--- src/rtl/reg_dump_reader_pkg.sv ---
// Shared definitions for the register-file dump reader: state encoding and default widths.
package reg_dump_reader_pkg;

    localparam int DEF_ADDR_WIDTH = 5;
    localparam int DEF_DATA_WIDTH = 32;

    typedef enum logic [1:0] {
        ST_IDLE = 2'd0,
        ST_READ = 2'd1,
        ST_SEND = 2'd2,
        ST_CSUM = 2'd3
    } state_t;

endpackage

--- src/rtl/reg_dump_reader_out_stage.sv ---
// Output holding register for the dump stream: load a word, hold it under backpressure, clear on handshake/abort.
module reg_dump_out_stage
    import reg_dump_reader_pkg::*;
#(
    parameter int ADDR_WIDTH = DEF_ADDR_WIDTH,
    parameter int DATA_WIDTH = DEF_DATA_WIDTH
) (
    input  logic                  i_clk,
    input  logic                  i_rst_n,
    input  logic                  i_load,
    input  logic                  i_clr,
    input  logic [DATA_WIDTH-1:0] i_data,
    input  logic [ADDR_WIDTH-1:0] i_addr,
    input  logic                  i_last,
    output logic                  o_valid,
    output logic [DATA_WIDTH-1:0] o_data,
    output logic [ADDR_WIDTH-1:0] o_addr,
    output logic                  o_last
);

    logic                  r_valid;
    logic [DATA_WIDTH-1:0] r_data;
    logic [ADDR_WIDTH-1:0] r_addr;
    logic                  r_last;

    // Payload is only ever replaced by a load, so a stalled word is immune to later register-file writes.
    always_ff @(posedge i_clk or negedge i_rst_n) begin
        if (!i_rst_n) begin
            r_valid <= 1'b0;
            r_data  <= '0;
            r_addr  <= '0;
            r_last  <= 1'b0;
        end else if (i_load) begin
            r_valid <= 1'b1;
            r_data  <= i_data;
            r_addr  <= i_addr;
            r_last  <= i_last;
        end else if (i_clr) begin
            r_valid <= 1'b0;
            r_last  <= 1'b0;
        end
    end

    assign o_valid = r_valid;
    assign o_data  = r_data;
    assign o_addr  = r_addr;
    assign o_last  = r_last;

endmodule

--- src/rtl/reg_dump_reader.sv ---
// Walks register addresses 0..NUM_REGS-1 through a shared read port and streams each word over valid/ready.
// Define REG_DUMP_CHECKSUM_EN to append an XOR checksum word after the last register.
module reg_dump_reader
    import reg_dump_reader_pkg::*;
#(
    parameter int ADDR_WIDTH = DEF_ADDR_WIDTH,
    parameter int DATA_WIDTH = DEF_DATA_WIDTH,
    parameter int NUM_REGS   = 32
) (
    input  logic                  CLK,
    input  logic                  RST,
    input  logic                  START,
    input  logic                  ABORT,
    output logic [ADDR_WIDTH-1:0] RF_ADDR,
    input  logic [DATA_WIDTH-1:0] RF_DATA,
    output logic                  OUT_VALID,
    input  logic                  OUT_READY,
    output logic [DATA_WIDTH-1:0] OUT_DATA,
    output logic [ADDR_WIDTH-1:0] OUT_ADDR,
    output logic                  OUT_LAST,
    output logic                  BUSY,
    output logic                  DONE
);

    localparam logic [ADDR_WIDTH-1:0] LAST_IDX = ADDR_WIDTH'(NUM_REGS - 1);

    state_t                r_state;
    state_t                w_state_nxt;
    logic [ADDR_WIDTH-1:0] r_cnt;
    logic                  r_done;
    logic                  w_hs;
    logic                  w_load;
    logic                  w_clr;
    logic                  w_cnt_clr;
    logic                  w_cnt_inc;
    logic                  w_done_set;
    logic                  w_ld_last;
    logic [DATA_WIDTH-1:0] w_ld_data;
    logic [ADDR_WIDTH-1:0] w_ld_addr;

`ifdef REG_DUMP_CHECKSUM_EN
    logic [DATA_WIDTH-1:0] r_acc;

    always_ff @(posedge CLK or negedge RST) begin
        if (!RST) begin
            r_acc <= '0;
        end else if (r_state == ST_IDLE && START) begin
            r_acc <= '0;
        end else if (r_state == ST_READ && !ABORT) begin
            r_acc <= r_acc ^ RF_DATA;
        end
    end
`endif

    always_ff @(posedge CLK or negedge RST) begin
        if (!RST) begin
            r_state <= ST_IDLE;
        end else begin
            r_state <= w_state_nxt;
        end
    end

    // The counter only advances below LAST_IDX, so it can never wrap.
    always_ff @(posedge CLK or negedge RST) begin
        if (!RST) begin
            r_cnt  <= '0;
            r_done <= 1'b0;
        end else begin
            r_done <= w_done_set;
            if (w_cnt_clr) begin
                r_cnt <= '0;
            end else if (w_cnt_inc) begin
                r_cnt <= r_cnt + ADDR_WIDTH'(1);
            end
        end
    end

    always_comb begin
        w_state_nxt = r_state;
        w_load      = 1'b0;
        w_clr       = 1'b0;
        w_cnt_clr   = 1'b0;
        w_cnt_inc   = 1'b0;
        w_done_set  = 1'b0;
        w_ld_data   = RF_DATA;
        w_ld_addr   = r_cnt;
        w_hs        = OUT_VALID && OUT_READY;
`ifdef REG_DUMP_CHECKSUM_EN
        w_ld_last   = 1'b0;
`else
        w_ld_last   = (r_cnt == LAST_IDX);
`endif
        case (r_state)
            ST_IDLE: begin
                if (START) begin
                    w_state_nxt = ST_READ;
                    w_cnt_clr   = 1'b1;
                end
            end
            ST_READ: begin
                if (ABORT) begin
                    w_state_nxt = ST_IDLE;
                    w_clr       = 1'b1;
                end else begin
                    w_load      = 1'b1;
                    w_state_nxt = ST_SEND;
                end
            end
            ST_SEND: begin
                if (ABORT) begin
                    w_state_nxt = ST_IDLE;
                    w_clr       = 1'b1;
                end else if (w_hs) begin
                    if (r_cnt != LAST_IDX) begin
                        w_cnt_inc   = 1'b1;
                        w_clr       = 1'b1;
                        w_state_nxt = ST_READ;
                    end else begin
`ifdef REG_DUMP_CHECKSUM_EN
                        w_load      = 1'b1;
                        w_ld_data   = r_acc;
                        w_ld_addr   = '0;
                        w_ld_last   = 1'b1;
                        w_state_nxt = ST_CSUM;
`else
                        w_clr       = 1'b1;
                        w_done_set  = 1'b1;
                        w_state_nxt = ST_IDLE;
`endif
                    end
                end
            end
`ifdef REG_DUMP_CHECKSUM_EN
            ST_CSUM: begin
                if (ABORT) begin
                    w_state_nxt = ST_IDLE;
                    w_clr       = 1'b1;
                end else if (w_hs) begin
                    w_clr       = 1'b1;
                    w_done_set  = 1'b1;
                    w_state_nxt = ST_IDLE;
                end
            end
`endif
            default: begin
                w_state_nxt = ST_IDLE;
                w_clr       = 1'b1;
            end
        endcase
    end

    reg_dump_out_stage #(
        .ADDR_WIDTH(ADDR_WIDTH),
        .DATA_WIDTH(DATA_WIDTH)
    ) u_out (
        .i_clk   (CLK),
        .i_rst_n (RST),
        .i_load  (w_load),
        .i_clr   (w_clr),
        .i_data  (w_ld_data),
        .i_addr  (w_ld_addr),
        .i_last  (w_ld_last),
        .o_valid (OUT_VALID),
        .o_data  (OUT_DATA),
        .o_addr  (OUT_ADDR),
        .o_last  (OUT_LAST)
    );

    assign RF_ADDR = r_cnt;
    assign BUSY    = (r_state != ST_IDLE);
    assign DONE    = r_done;

endmodule
--- config.mk ---
export PLATFORM = sky130hd
export DESIGN_NAME = reg_dump_reader
export DESIGN_NICKNAME = d
export VERILOG_FILES = /design/src/rtl/reg_dump_reader_pkg.sv /design/src/rtl/reg_dump_reader_out_stage.sv /design/src/rtl/reg_dump_reader.sv
export SDC_FILE = /design/constraint.sdc
export NUM_CORES = 1
export LEC_CHECK = 0
export ABC_AREA = 1
export CAP_MARGIN = 20
export CORE_ASPECT_RATIO = 1.5
export CORE_MARGIN = 2
export CORE_UTILIZATION = 42
export DETAILED_ROUTE_END_ITERATION = 7
export PLACE_DENSITY = 0.8
export SETUP_SLACK_MARGIN = 0.4
export SLEW_MARGIN = 20
export SYNTH_ARGS = -nofsm -noshare
export SYNTH_HDL_FRONTEND = slang
export SYNTH_HIERARCHICAL = 1
export SYNTH_SLANG_ARGS = --single-unit
--- constraint.sdc ---
create_clock -name CLK -period 2.1 [get_ports CLK]
set_input_delay 0.42 -clock CLK [delete_from_list [all_inputs] [get_ports CLK]]
set_output_delay 0.42 -clock CLK [all_outputs]
set_load 0.02 [all_outputs]
-- Word-level counts from Yosys, hierarchy flattened
Cells that the tools add are included.
- eq/ne operators: 6
- div/mod/pow operators: 0
- reductions and logical operators: 6
- $add $sub $neg: 1
- order comparisons: 0
- multiply operators: 0
- shift-type cells: 0
- bitwise logic cells: 0
- multiplexer cells: 27
- operators by type and width (operator ; count):
    $mux W1 ; 19
    $mux W5 ; 2
    $mux W2 ; 4
    $pmux W2 S3 ; 1
    $reduce_bool A2 Y1 ; 3
    $add A5 B1 Y5 const B ; 1
    $eq A5 B5 Y1 const B ; 1
    $ne A5 B5 Y1 const B ; 1
    $ne A3 B3 Y1 const B ; 1
    $pmux W1 S3 ; 1
    $eq A2 B1 Y1 const B ; 1
    $eq A2 B2 Y1 const B ; 1
    $logic_not A2 Y1 ; 1
    $ne A2 B2 Y1 const B ; 1
    $reduce_and A2 Y1 ; 1
    $logic_and A1 B1 Y1 ; 1
- memories kept: 0
- latch bits: 0
- flip-flop bits (word level): 47
- word-level logic and storage cells: 47
- ROM bits: 0
- input port bits: 37
- bits in writable memories: 0

-- Logic depth before layout (Yosys ltp)
- word-level depth: 7
- mapped depth: 11
- mapped depth without buffers: 11

-- Modules after synthesis
Netlist, hierarchy kept.
- modules (own cells, without submodules) (module ; times used ; area an instance (um^2) ; cells an instance ; sequential area each (um^2)):
    reg_dump_out_stage ; 1 ; 1477.7 ; 165 ; 975.9
    reg_dump_reader ; 1 ; 459.2 ; 57 ; 200.2

-- Worst setup path before layout
OpenSTA, ideal clock, no wires.
- path kind: flip-flop to flip-flop
- start: register r_cnt[0], in the netlist RF_ADDR[0]
- end: register r_cnt[2], in the netlist RF_ADDR[2]
- buffers on the path: 0
- cell stages (with the launch flop): 11
- slack: 489 ps
- arrival time: 1492 ps
- period minus slack after synthesis: 1611 ps
- cells stage by stage: dfrtp_1 -> ha_1 -> nand2_1 -> nor2_1 -> ha_1 -> inv_1 -> nand2_1 -> nor2_4 -> nand2_4 -> nand3_1 -> nand2_1
- cells in the longest elaborated chain, start to end: 6
- elaborated cells between the ends (all ways): 9
- classes of those cells: add/sub: 1; eq/ne: 1; mux: 6; reduce/logical: 1
- RTL lines (what ; RTL line ; RTL):
    from (decl) ; reg_dump_reader.sv:29 ; logic [ADDR_WIDTH-1:0] r_cnt;
    from (signal assigned) ; reg_dump_reader.sv:73 ; r_cnt <= r_cnt + ADDR_WIDTH'(1);
    $ne A5 B5 Y1 ; reg_dump_reader.sv:114 ; if (r_cnt != LAST_IDX) begin
    $mux W1 ; reg_dump_reader.sv:114 ;
    $mux W1 ; reg_dump_reader.sv:113 ; end else if (w_hs) begin
    $mux W1 ; reg_dump_reader.sv:110 ; if (ABORT) begin
    $mux W1 ; reg_dump_reader.sv:93 ; case (r_state)
    $reduce_bool A2 Y1 (no line) ; -- ;
Several ways; a longest one is shown, not always the timed one. The select of a mux whose other input is x is not followed.
A chain may end at the register's enable or synchronous reset.

-- Worst setup path after layout
- start: register u_out.r_data[26], in the netlist u_out/o_data[26]
- end: output OUT_DATA[26]
- RTL lines (what ; RTL line ; RTL):
    from (decl) ; reg_dump_reader_out_stage.sv:22 ; logic [DATA_WIDTH-1:0] r_data;
    from (signal assigned) ; reg_dump_reader_out_stage.sv:35 ; r_data <= i_data;
    to (decl) ; reg_dump_reader.sv:18 ; output logic [DATA_WIDTH-1:0] OUT_DATA,
No word-level cell between the ends.

==> out/metrics.yaml <==
drtAntennaViolNets: 0
cts_buffers: 5
drive_gt1_share_pct: 8.710
std_cell_rows: 30
yosysWarningCount: 6
drt_wl_total_um: 4840
ys_ff_latch: 47
start_util_pct: 43.36
fillCellCount: 362
synth.most_common_cell: "nand2_1"
fin_nets: 348
synthArstFlopShare_pct: 100.0
slew_headroom_pct: 57.79
combPwrFrac_pct: 40.3
cts_num_sinks: 47
dp.final_hpwl_um: 3354
synth_top_area_share_pct: 60.72
synth.distinct_cells: 20
top_layer: "met4"
grt_max_degree: 39
cap_violations: 0
ir_worst_vdd_mv: 0.6559
synth_area_leaders: "dfrtp_1 (61%), nand2_1 (25%), nand3_1 (2.1%)"
post-route-drc-count: 0
critPathLaunchType: "flop"
dieWidth_um: 59.45
viasPerCell: 4.763
rsz0062_at_grt: "false"
p_leak_nw: 1.859
slew_violations: 0
first_global_vias: 1594
end_kind: "output port"
synth_common_cells: "nand2_1 (131), dfrtp_1 (47), nand3_1 (8)"
post-route-period-util_pct: 79.46
tightest_slew_ns: 0.6322
via_count: 1705
power_frac_seq_pct: 38.1
critPathMaxStageDelay_ns: 0.60
dr.pass1.iters: 4
routedWlPerCell_um: 13.52
met1_length_um: 1870
ioPinCount: 83
fin_util_pct: 66.83
dr_wl_met3_um: 233
synth_top_cell_by_area: "dfrtp_1"
syn_nets: 261
path_clk_slew_ns: 0.09
hold_violations: 0
cts_hold_buf: 0
cp_cell_sequence: "clkdlybuf4s50_1"
criticalPathCategory: "reg2out"
dieArea_sq_um: 5182
root_buffer: "clkbuf_8"
p_int_mw: 2.317
gr-total-overflow: 0
netlist_area_sq_um: 1937
syn_area_per_cell_sq_um: 8.725
drtIter0Drc: 65
cts_tree: "done"
cp.arrival_ns: 1.25
cp.required_ns: 1.68
slowest_stage: "clkdlybuf4s50_1"
critPathTopFamily: "buffers and inverters"
gp_congestion: 0.7951
antenna_cells: 0
ys_seq_area_share_pct: 60.72
die_h_um: 87.17
crit_path_max_fanout: 2
power.density_nw_per_um2: 1211
power.share.clock_pct: 21.6
finalSetupViolCount: 0
hold_class: "in2async"
antenna_found_initial: 0
clk_latency_ns: 0.31
core_area_sq_um: 4467
grtUsageTotal_pct: 18.29
synth_edf_count: 0
tns_ns: 0
synth_cells: 222
final.min_clock_period_ns: 1.669
clock.fmax_ghz: 0.5993
cts_buffer_depth: 2
synth-main-ff-cell: "dfrtp_1"
swShare_pct: 35.91
portBuffers: 82
skew_ns: 0.01328
area_growth_pct: 54.13
p_sw_mw: 1.298
path_buf_inv: 1
status: "completed"
grt_pass1_wl_um: 7141
wl_met2_um: 2627
ctsHtreeMaxLevel: 2
reg2reg_setup_slack_ns: 0.51
-- power groups by stage --
stage	sequential [mW]	combinational, mW	clock [mW]
finish	1.38	1.46	0.779
global route	1.41	1.57	0.816
CTS	1.39	1.47	0.793
detailed placement	1.41	1.54	0
global placement	1.40	1.51	0
floorplan	1.77	0.363	0
-- worst paths after layout --
check	start	end	cells after the start
max	u_out/o_data[26]$_DFFE_PN0P_	OUT_DATA[26]	1
min	RST	u_out/o_data[13]$_DFFE_PN0P_	1
max reg2reg	RF_ADDR[0]$_DFFE_PN0P_	RF_ADDR[0]$_DFFE_PN0P_	11
min reg2reg	u_out/o_data[31]$_DFFE_PN0P_	u_out/o_data[31]$_DFFE_PN0P_	2
max in group asynchronous	RST	RF_ADDR[0]$_DFFE_PN0P_	2
min in group CLK	u_out/o_data[31]$_DFFE_PN0P_	u_out/o_data[31]$_DFFE_PN0P_	2
-- layer usage --
metal  track usage [%]  vias up
li1                  -      847
met2             32.47       51
met3             3.715        8
met1             20.96      799
met5                 0        -
met4             7.025        0
-- kinds of logic after synthesis --
kind of cell	count (synthesis)	share of synthesized area, %
xor+xnor	1	0.4523
fa+ha+maj	2	1.292
buf+inv	17	4.780
simple gates	153	32.17
compound gates	2	0.5814
flops	47	60.72
-- stage by stage --
| step | cell area (sq um) | setup WS, ns | hold slack (ns) | power [mW] | std cells |
|---|---|---|---|---|---|
| after detailed placement | 2791 | 0.2204 | 0.3770 | 2.947 | 347 |
| after global routing | 2985 | 0.3940 | 0.06463 | 3.799 | 358 |
| final | 2985 | 0.4313 | 0.03071 | 3.615 | 358 |
| after floorplan | 1937 | 0.4888 | 0.1244 | 2.137 | 222 |
| after CTS | 2898 | 0.4020 | 0.04496 | 3.651 | 355 |
| after global placement | 2791 | 0.2849 | 0.3752 | 2.915 | 347 |
-- cells in the final DEF (no fill, tap or decap) --
| master | instances |
|---|---|
| clkbuf_8 | 5 |
| clkdlybuf4s50_1 | 37 |
| nand2_4 | 2 |
| nand4_1 | 2 |
| buf_2 | 1 |
| bufinv_16 | 2 |
| dfrtp_1 | 45 |
| nor2_4 | 1 |
| dlygate4sd2_1 | 21 |
| nand2_1 | 131 |
| clkbuf_1 | 1 |
| dfrtp_2 | 2 |
| xor2_1 | 1 |
| nor4_1 | 1 |
| o21ai_0 | 1 |
| o22ai_1 | 1 |
| nand3_2 | 1 |
| ha_2 | 2 |
| nand2_2 | 1 |
| nor2_1 | 5 |
| nor2_2 | 1 |
| buf_4 | 5 |
| buf_12 | 1 |
| inv_2 | 3 |
| dlymetal6s2s_1 | 23 |
| inv_1 | 6 |
| nand3_1 | 8 |
-- flip-flops by register name, summed over array words and instances (netlist names) --
signal and flops:
u_out/o_valid 1, u_out/o_last 1, RF_ADDR 5, r_state 2, u_out/o_data 32, DONE 1
u_out/o_addr 5
-- worst register-to-register path: cells and delay by family, from the launching register on --
kind / cells / cell delay [ns]
adder cells (fa/ha/maj): 2 / 0.37
buffers and inverters: 1 / 0.07
flip-flops: 1 / 0.44
AND/OR/NAND/NOR: 8 / 0.63
-- cell type report --
type / count / area (sq um) / area share (%)
sequential: 47 / 1179 / 39.48
timing repair buffer: 88 / 904.6 / 30.30
multi-input combinational: 158 / 675.6 / 22.63
clock buffer: 6 / 72.57 / 2.431
clock inverter: 2 / 60.06 / 2.012
tap: 48 / 60.06 / 2.012
inverter: 9 / 33.78 / 1.132
-- timing repair --
action | 4_1_cts | 5_1_grt
setup endpoints to repair | 21 | 29
resized for setup | 21 | 27
buffers inserted | 0 | 3
pin swaps | 0 | 1
Power figures use the tool's default switching activity.
